==> src/rtl/coin_payer.sv <==
// coin_payer: pays an amount in dimes/nickels on the coin bus, then waits for dispense and reports status
module coin_payer #(
  parameter int AMT_W    = 4,
  parameter int COIN_GAP = 0,
  parameter int TIMEOUT  = 8
) (
  input  logic             clk,
  input  logic             reset,
  input  logic             start,
  input  logic [AMT_W-1:0] amount,
  input  logic             abort,
  input  logic             dispense,
  output logic [1:0]       coin,
  output logic             busy,
  output logic             done,
  output logic [1:0]       status,
  output logic [AMT_W-1:0] coins_sent
);
  localparam int CW = $clog2(TIMEOUT + 16) + 1;
  typedef enum logic [2:0] {IDLE, PAY, GAP, WAIT, DONE} state_t;
  state_t           state, state_nxt;
  logic [AMT_W-1:0] rem, rem_pay, rem_nxt, sent_base, sent_nxt;
  logic [CW-1:0]    cnt, cnt_nxt;
  logic [1:0]       status_nxt, coin_nxt;
  logic             pay_go;
  always_comb begin
    state_nxt  = state;
    rem_pay    = rem;
    cnt_nxt    = cnt;
    status_nxt = status;
    pay_go     = 1'b0;
    case (state)
      IDLE: if (start) begin
        rem_pay    = amount;
        status_nxt = 2'b00;
        state_nxt  = amount == '0 ? DONE : PAY;
        pay_go     = amount != '0;
      end
      PAY: begin
        if (abort) begin
          state_nxt  = DONE;
          status_nxt = 2'b11;
        end else if (dispense) begin
          state_nxt  = DONE;
          status_nxt = 2'b10;
        end else if (rem == '0) begin
          state_nxt = WAIT;
          cnt_nxt   = '0;
        end else if (COIN_GAP == 0) begin
          pay_go = 1'b1;
        end else begin
          state_nxt = GAP;
          cnt_nxt   = '0;
        end
      end
      GAP: begin
        if (abort) begin
          state_nxt  = DONE;
          status_nxt = 2'b11;
        end else if (dispense) begin
          state_nxt  = DONE;
          status_nxt = 2'b10;
        end else if (cnt == CW'(COIN_GAP - 1)) begin
          state_nxt = PAY;
          pay_go    = 1'b1;
        end else begin
          cnt_nxt = cnt + 1'b1;
        end
      end
      WAIT: begin
        if (abort) begin
          state_nxt  = DONE;
          status_nxt = 2'b11;
        end else if (dispense) begin
          state_nxt  = DONE;
          status_nxt = 2'b00;
        end else if (cnt == CW'(TIMEOUT - 1)) begin
          state_nxt  = DONE;
          status_nxt = 2'b01;
        end else begin
          cnt_nxt = cnt + 1'b1;
        end
      end
      DONE:    state_nxt = IDLE;
      default: state_nxt = IDLE;
    endcase
  end
  // rem holds the amount still unpaid after the coin currently on the bus
  assign coin_nxt  = pay_go ? (rem_pay >= AMT_W'(2) ? 2'b10 : 2'b01) : 2'b00;
  assign rem_nxt   = rem_pay - AMT_W'(coin_nxt);
  assign sent_base = (state == IDLE && start) ? '0 : coins_sent;
  assign sent_nxt  = (pay_go && !(&sent_base)) ? sent_base + 1'b1 : sent_base;
  always_ff @(posedge clk or negedge reset) begin
    if (!reset) begin
      state      <= IDLE;
      rem        <= '0;
      cnt        <= '0;
      coin       <= 2'b00;
      busy       <= 1'b0;
      done       <= 1'b0;
      status     <= 2'b00;
      coins_sent <= '0;
    end else begin
      state      <= state_nxt;
      rem        <= rem_nxt;
      cnt        <= cnt_nxt;
      coin       <= coin_nxt;
      busy       <= state_nxt == PAY || state_nxt == GAP || state_nxt == WAIT;
      done       <= state_nxt == DONE;
      status     <= status_nxt;
      coins_sent <= sent_nxt;
    end
  end
endmodule

==> config.mk <==
export PLATFORM = sky130hd
export DESIGN_NAME = coin_payer
export DESIGN_NICKNAME = d
export VERILOG_FILES = /design/src/rtl/coin_payer.sv
export SDC_FILE = /design/constraint.sdc
export NUM_CORES = 1
export LEC_CHECK = 0
export CORE_MARGIN = 3
export CORE_UTILIZATION = 58
export DETAILED_ROUTE_END_ITERATION = 6
export GPL_ROUTABILITY_DRIVEN = 0
export MAX_ROUTING_LAYER = met4
export PLACE_DENSITY = 0.95
export SETUP_SLACK_MARGIN = 0.3
export SKIP_CTS_REPAIR_TIMING = 1
export SYNTH_ARGS = -nofsm -noshare
export SYNTH_HDL_FRONTEND = slang
export SYNTH_SLANG_ARGS = --single-unit
==> constraint.sdc <==
create_clock -name clk -period 4 [get_ports clk]
set_clock_uncertainty 0.2 [all_clocks]
set_input_delay 1.2 -clock clk [delete_from_list [all_inputs] [get_ports clk]]
set_output_delay 1.2 -clock clk [all_outputs]
set_load 0.01 [all_outputs]
==> impl_metrics.xml <==
<?xml version="1.0" encoding="UTF-8"?>
<metrics>
  <group name="sta">
    <metric name="setup-tns-final" unit="ns">0</metric>
    <metric name="final_min_period_over_clock_period" unit="%">84.32</metric>
    <metric name="achievable-frequency" unit="GHz">0.2965</metric>
    <metric name="worst_slew_pin_slew" unit="ns">1.020</metric>
    <metric name="final-setup-viol-count" unit="">0</metric>
    <metric name="final.min_clock_period" unit="ns">3.373</metric>
    <metric name="final_hold_viol_count" unit="">0</metric>
    <metric name="final_max_slew_viol_count" unit="">0</metric>
    <metric name="grt_setup_unrepaired" unit="">false</metric>
    <metric name="timing.slew.headroom" unit="%">31.80</metric>
  </group>
  <group name="synth">
    <metric name="synthesis.area_per_instance" unit="um^2">9.830</metric>
    <metric name="synth-async-reset-ratio" unit="%">100.0</metric>
    <metric name="number_of_enable_type_register_cells_in_the_synthesized_netlist" unit="">0</metric>
    <metric name="postSynthRegisterBits" unit="">23</metric>
    <metric name="post-synth-top-area-fraction" unit="%">42.12</metric>
    <metric name="yosys.cell_types.count" unit="">49</metric>
    <metric name="synth_area_leader_cell" unit="">dfrtp_1</metric>
    <metric name="dominantRegCellSynth" unit="">dfrtp_1</metric>
    <metric name="synth.yosys.warnings" unit="">0</metric>
    <metric name="synth.top_cells.by_area" unit="">dfrtp_1, mux2i_1, nand2_1</metric>
    <metric name="synth.yosys.seq_area_share" unit="%">42.12</metric>
    <metric name="postSynthCellCount" unit="">139</metric>
    <metric name="syn-cell-area" unit="um^2">1366</metric>
    <metric name="synth_nets" unit="">153</metric>
  </group>
  <group name="route">
    <metric name="drtAntennaViolNets" unit="">0</metric>
    <metric name="via_count" unit="">1177</metric>
    <metric name="drc" unit="">0</metric>
    <metric name="route.detailed.wl_per_inst" unit="um">16.50</metric>
    <metric name="drt-vias-per-instance" unit="">6.328</metric>
    <metric name="detailedRoute.firstPassIterationCount" unit="">4</metric>
    <metric name="drt_first_iter_violations" unit="">44</metric>
    <metric name="drt_wl_total" unit="um">3069</metric>
  </group>
  <group name="critical_path">
    <metric name="timing.critical_path.required" unit="ns">4.02</metric>
    <metric name="r2r-end" unit="">rem[3]$_DFF_PN0_</metric>
    <metric name="capturing_element_type_of_the_critical_path" unit="">flip-flop</metric>
    <metric name="r2r_start" unit="">state[0]$_DFF_PN0_</metric>
    <metric name="critical_path_class" unit="">input pin to flip-flop</metric>
    <metric name="cp_data_arrival_time" unit="ns">3.40</metric>
    <metric name="setup.reg_to_reg.worst_slack" unit="ns">1.16</metric>
    <metric name="worst-path-max-fanout" unit="">10</metric>
    <metric name="worst_r2r_path_depth" unit="">8</metric>
    <metric name="crit_path_end" unit="">coins_sent[0]$_DFF_PN0_</metric>
    <metric name="setup.worst_path.start_class" unit="">input pin</metric>
    <metric name="start_point_of_the_critical_path" unit="">start</metric>
  </group>
  <group name="cells_and_area">
    <metric name="layout_cells_sized_above_1" unit="%">5.660</metric>
    <metric name="n_antenna_cell" unit="">0</metric>
    <metric name="layout_commonest_cell" unit="">dfrtp_1</metric>
    <metric name="final_area" unit="um^2">1602</metric>
    <metric name="layout.cells.most_common_list" unit="">dfrtp_1, clkdlybuf4s50_1, nand2_1, inv_1, mux2i_1</metric>
    <metric name="sequential_cell_area" unit="um^2">575.6</metric>
    <metric name="multi_input_combinational_cell_area" unit="um^2">729.5</metric>
    <metric name="syn2layout_area_growth" unit="%">17.22</metric>
    <metric name="n_fill_cell" unit="">140</metric>
    <metric name="nets" unit="">174</metric>
  </group>
  <group name="die">
    <metric name="site_rows" unit="">16</metric>
    <metric name="pin_count" unit="">19</metric>
    <metric name="die_x" unit="um">54.54</metric>
    <metric name="fp.dieArea" unit="um^2">2974</metric>
    <metric name="fp.coreArea" unit="um^2">2102</metric>
    <metric name="fp.dieH" unit="um">54.54</metric>
    <metric name="floorplan.initialDensity" unit="%">65.00</metric>
  </group>
  <group name="global_routing">
    <metric name="grt_antenna_before_repair" unit="">0</metric>
    <metric name="grt_first_pass_wirelength" unit="um">5237</metric>
    <metric name="grt_start_max_net_pins" unit="">24</metric>
    <metric name="gr-total-overflow" unit="">0</metric>
    <metric name="global_route.usage.total" unit="%">25.71</metric>
    <metric name="grt_pass1_vias" unit="">1128</metric>
  </group>
  <group name="placed_design">
    <metric name="port_buffers" unit="">18</metric>
    <metric name="dpl_cell_area" unit="um^2">1575</metric>
    <metric name="place.detailed.hpwl" unit="um">2293</metric>
  </group>
  <group name="clock_network">
    <metric name="htree_levels" unit="">1</metric>
    <metric name="clock_tree.root_cell" unit="">clkbuf_4</metric>
    <metric name="numClockSinks" unit="">23</metric>
    <metric name="tritoncts.num_buffers" unit="">3</metric>
    <metric name="clockBufferDepth" unit="">2</metric>
    <metric name="cts_tree" unit="">yes</metric>
    <metric name="clkTransAtPathRegs" unit="ns">0.13</metric>
    <metric name="clk_latency" unit="ns">0.32</metric>
  </group>
  <group name="pwr">
    <metric name="power.leakage" unit="uW">0.0006915</metric>
    <metric name="irDropWorstVdd" unit="V">0.0004003</metric>
    <metric name="power.density" unit="nW/um^2">533.5</metric>
  </group>
  <group name="run_status">
    <metric name="outcome" unit="">finished clean</metric>
  </group>
  <group name="worst_hold_path">
    <metric name="hold_removal_path_class" unit="">flip-flop to flip-flop</metric>
  </group>
  <group name="job">
    <metric name="maxCapViolCount" unit="">0</metric>
  </group>
</metrics>
-- layer usage --
layer | wire (um) | GRT usage, % | up-vias
li1 | - | - | 560
met1 | 1332 | 33.22 | 562
met2 | 1522 | 41.83 | 49
met3 | 171 | 2.452 | 6
met4 | 42 | 9.544 | 0
met5 | 0 | - | -
-- synthesized netlist by cell type, drive strengths merged, types with 2 or more instances --
master / instances
nand2: 16
nand3: 6
nor4b: 3
a21oi: 4
o21ai: 7
nand4b: 2
nor2: 6
a211oi: 2
nor3: 6
mux2: 2
mux2i: 7
a311oi: 2
nor4: 2
buf: 2
xnor2: 3
o32ai: 2
clkbuf: 3
inv: 9
and3: 2
dfrtp: 23
or3: 3
ha: 4
-- through the flow --
stage	instances	util, %	total power [uW]	setup slack [ns]	hold slack, ns
floorplan	139	-	594.0	0.7798	0.2662
global placement	182	74.94	716.9	0.4007	0.2771
detailed placement	182	74.94	742.1	0.3143	0.2912
CTS	186	76.19	850.4	0.6316	0.3196
global route	186	76.19	914.7	0.4336	0.3298
finish	186	76.19	854.4	0.6271	0.3123
-- worst min-delay path by stage --
stage | from | to | slack [ns] | cells after the start
2_1_floorplan | cnt[0]$_DFFE_PN0P_ | cnt[0]$_DFFE_PN0P_ | 0.27 | 1
3_3_place_gp | status[0]$_DFFE_PN0P_ | status[0]$_DFFE_PN0P_ | 0.28 | 1
3_5_place_dp | status[0]$_DFFE_PN0P_ | status[0]$_DFFE_PN0P_ | 0.29 | 1
4_1_cts | status[0]$_DFFE_PN0P_ | status[0]$_DFFE_PN0P_ | 0.32 | 1
5_1_grt | status[0]$_DFFE_PN0P_ | status[0]$_DFFE_PN0P_ | 0.33 | 1
6_report | status[1]$_DFFE_PN0P_ | status[1]$_DFFE_PN0P_ | 0.31 | 1
-- worst max-delay path: stages --
cell	delay, ns
clkdlybuf4s50_1	0.50
or4b_1	0.47
buf_4	0.19
nand2_1	0.09
inv_1	0.07
ha_1	0.23
nand3_1	0.10
o21ai_1	0.10
or3_1	0.34
o21a_1	0.11
-- report_power, final --
group / switching (uW) / total [uW] / internal [uW]
Sequential: 72.7 / 369 / 297
Clock: 72.7 / 112 / 39.1
Combinational: 181 / 373 / 192
Total: 327 / 854 / 528
-- cell type report --
| class | count | area share, % |
|---|---|---|
| multi-input cells | 102 | 45.55 |
| flip-flops and latches | 23 | 35.94 |
| repair buffers | 21 | 12.66 |
| inverters | 9 | 2.109 |
| well taps | 27 | 2.109 |
| clock buffers | 4 | 1.641 |
-- sequential cells by signal, summed over array words and instances (netlist names) --
name        cells
done            1
state           3
busy            1
cnt             6
coin            2
rem             4
status          2
coins_sent      4
-- logic make-up (layout without fill, tap and decap cells) --
logic type	Yosys count	after routing	synth area share (%)
XOR/XNOR	4	4	2.565
buffers and inverters	14	34	4.487
flip-flops	23	23	42.12
multiplexers	9	9	6.777
adder cells (fa/ha/maj)	5	5	5.128
AND/OR/NAND/NOR	55	55	23.72
AO/OA/AOI/OAI	29	29	15.20
(Power assumes the default switching activity.)
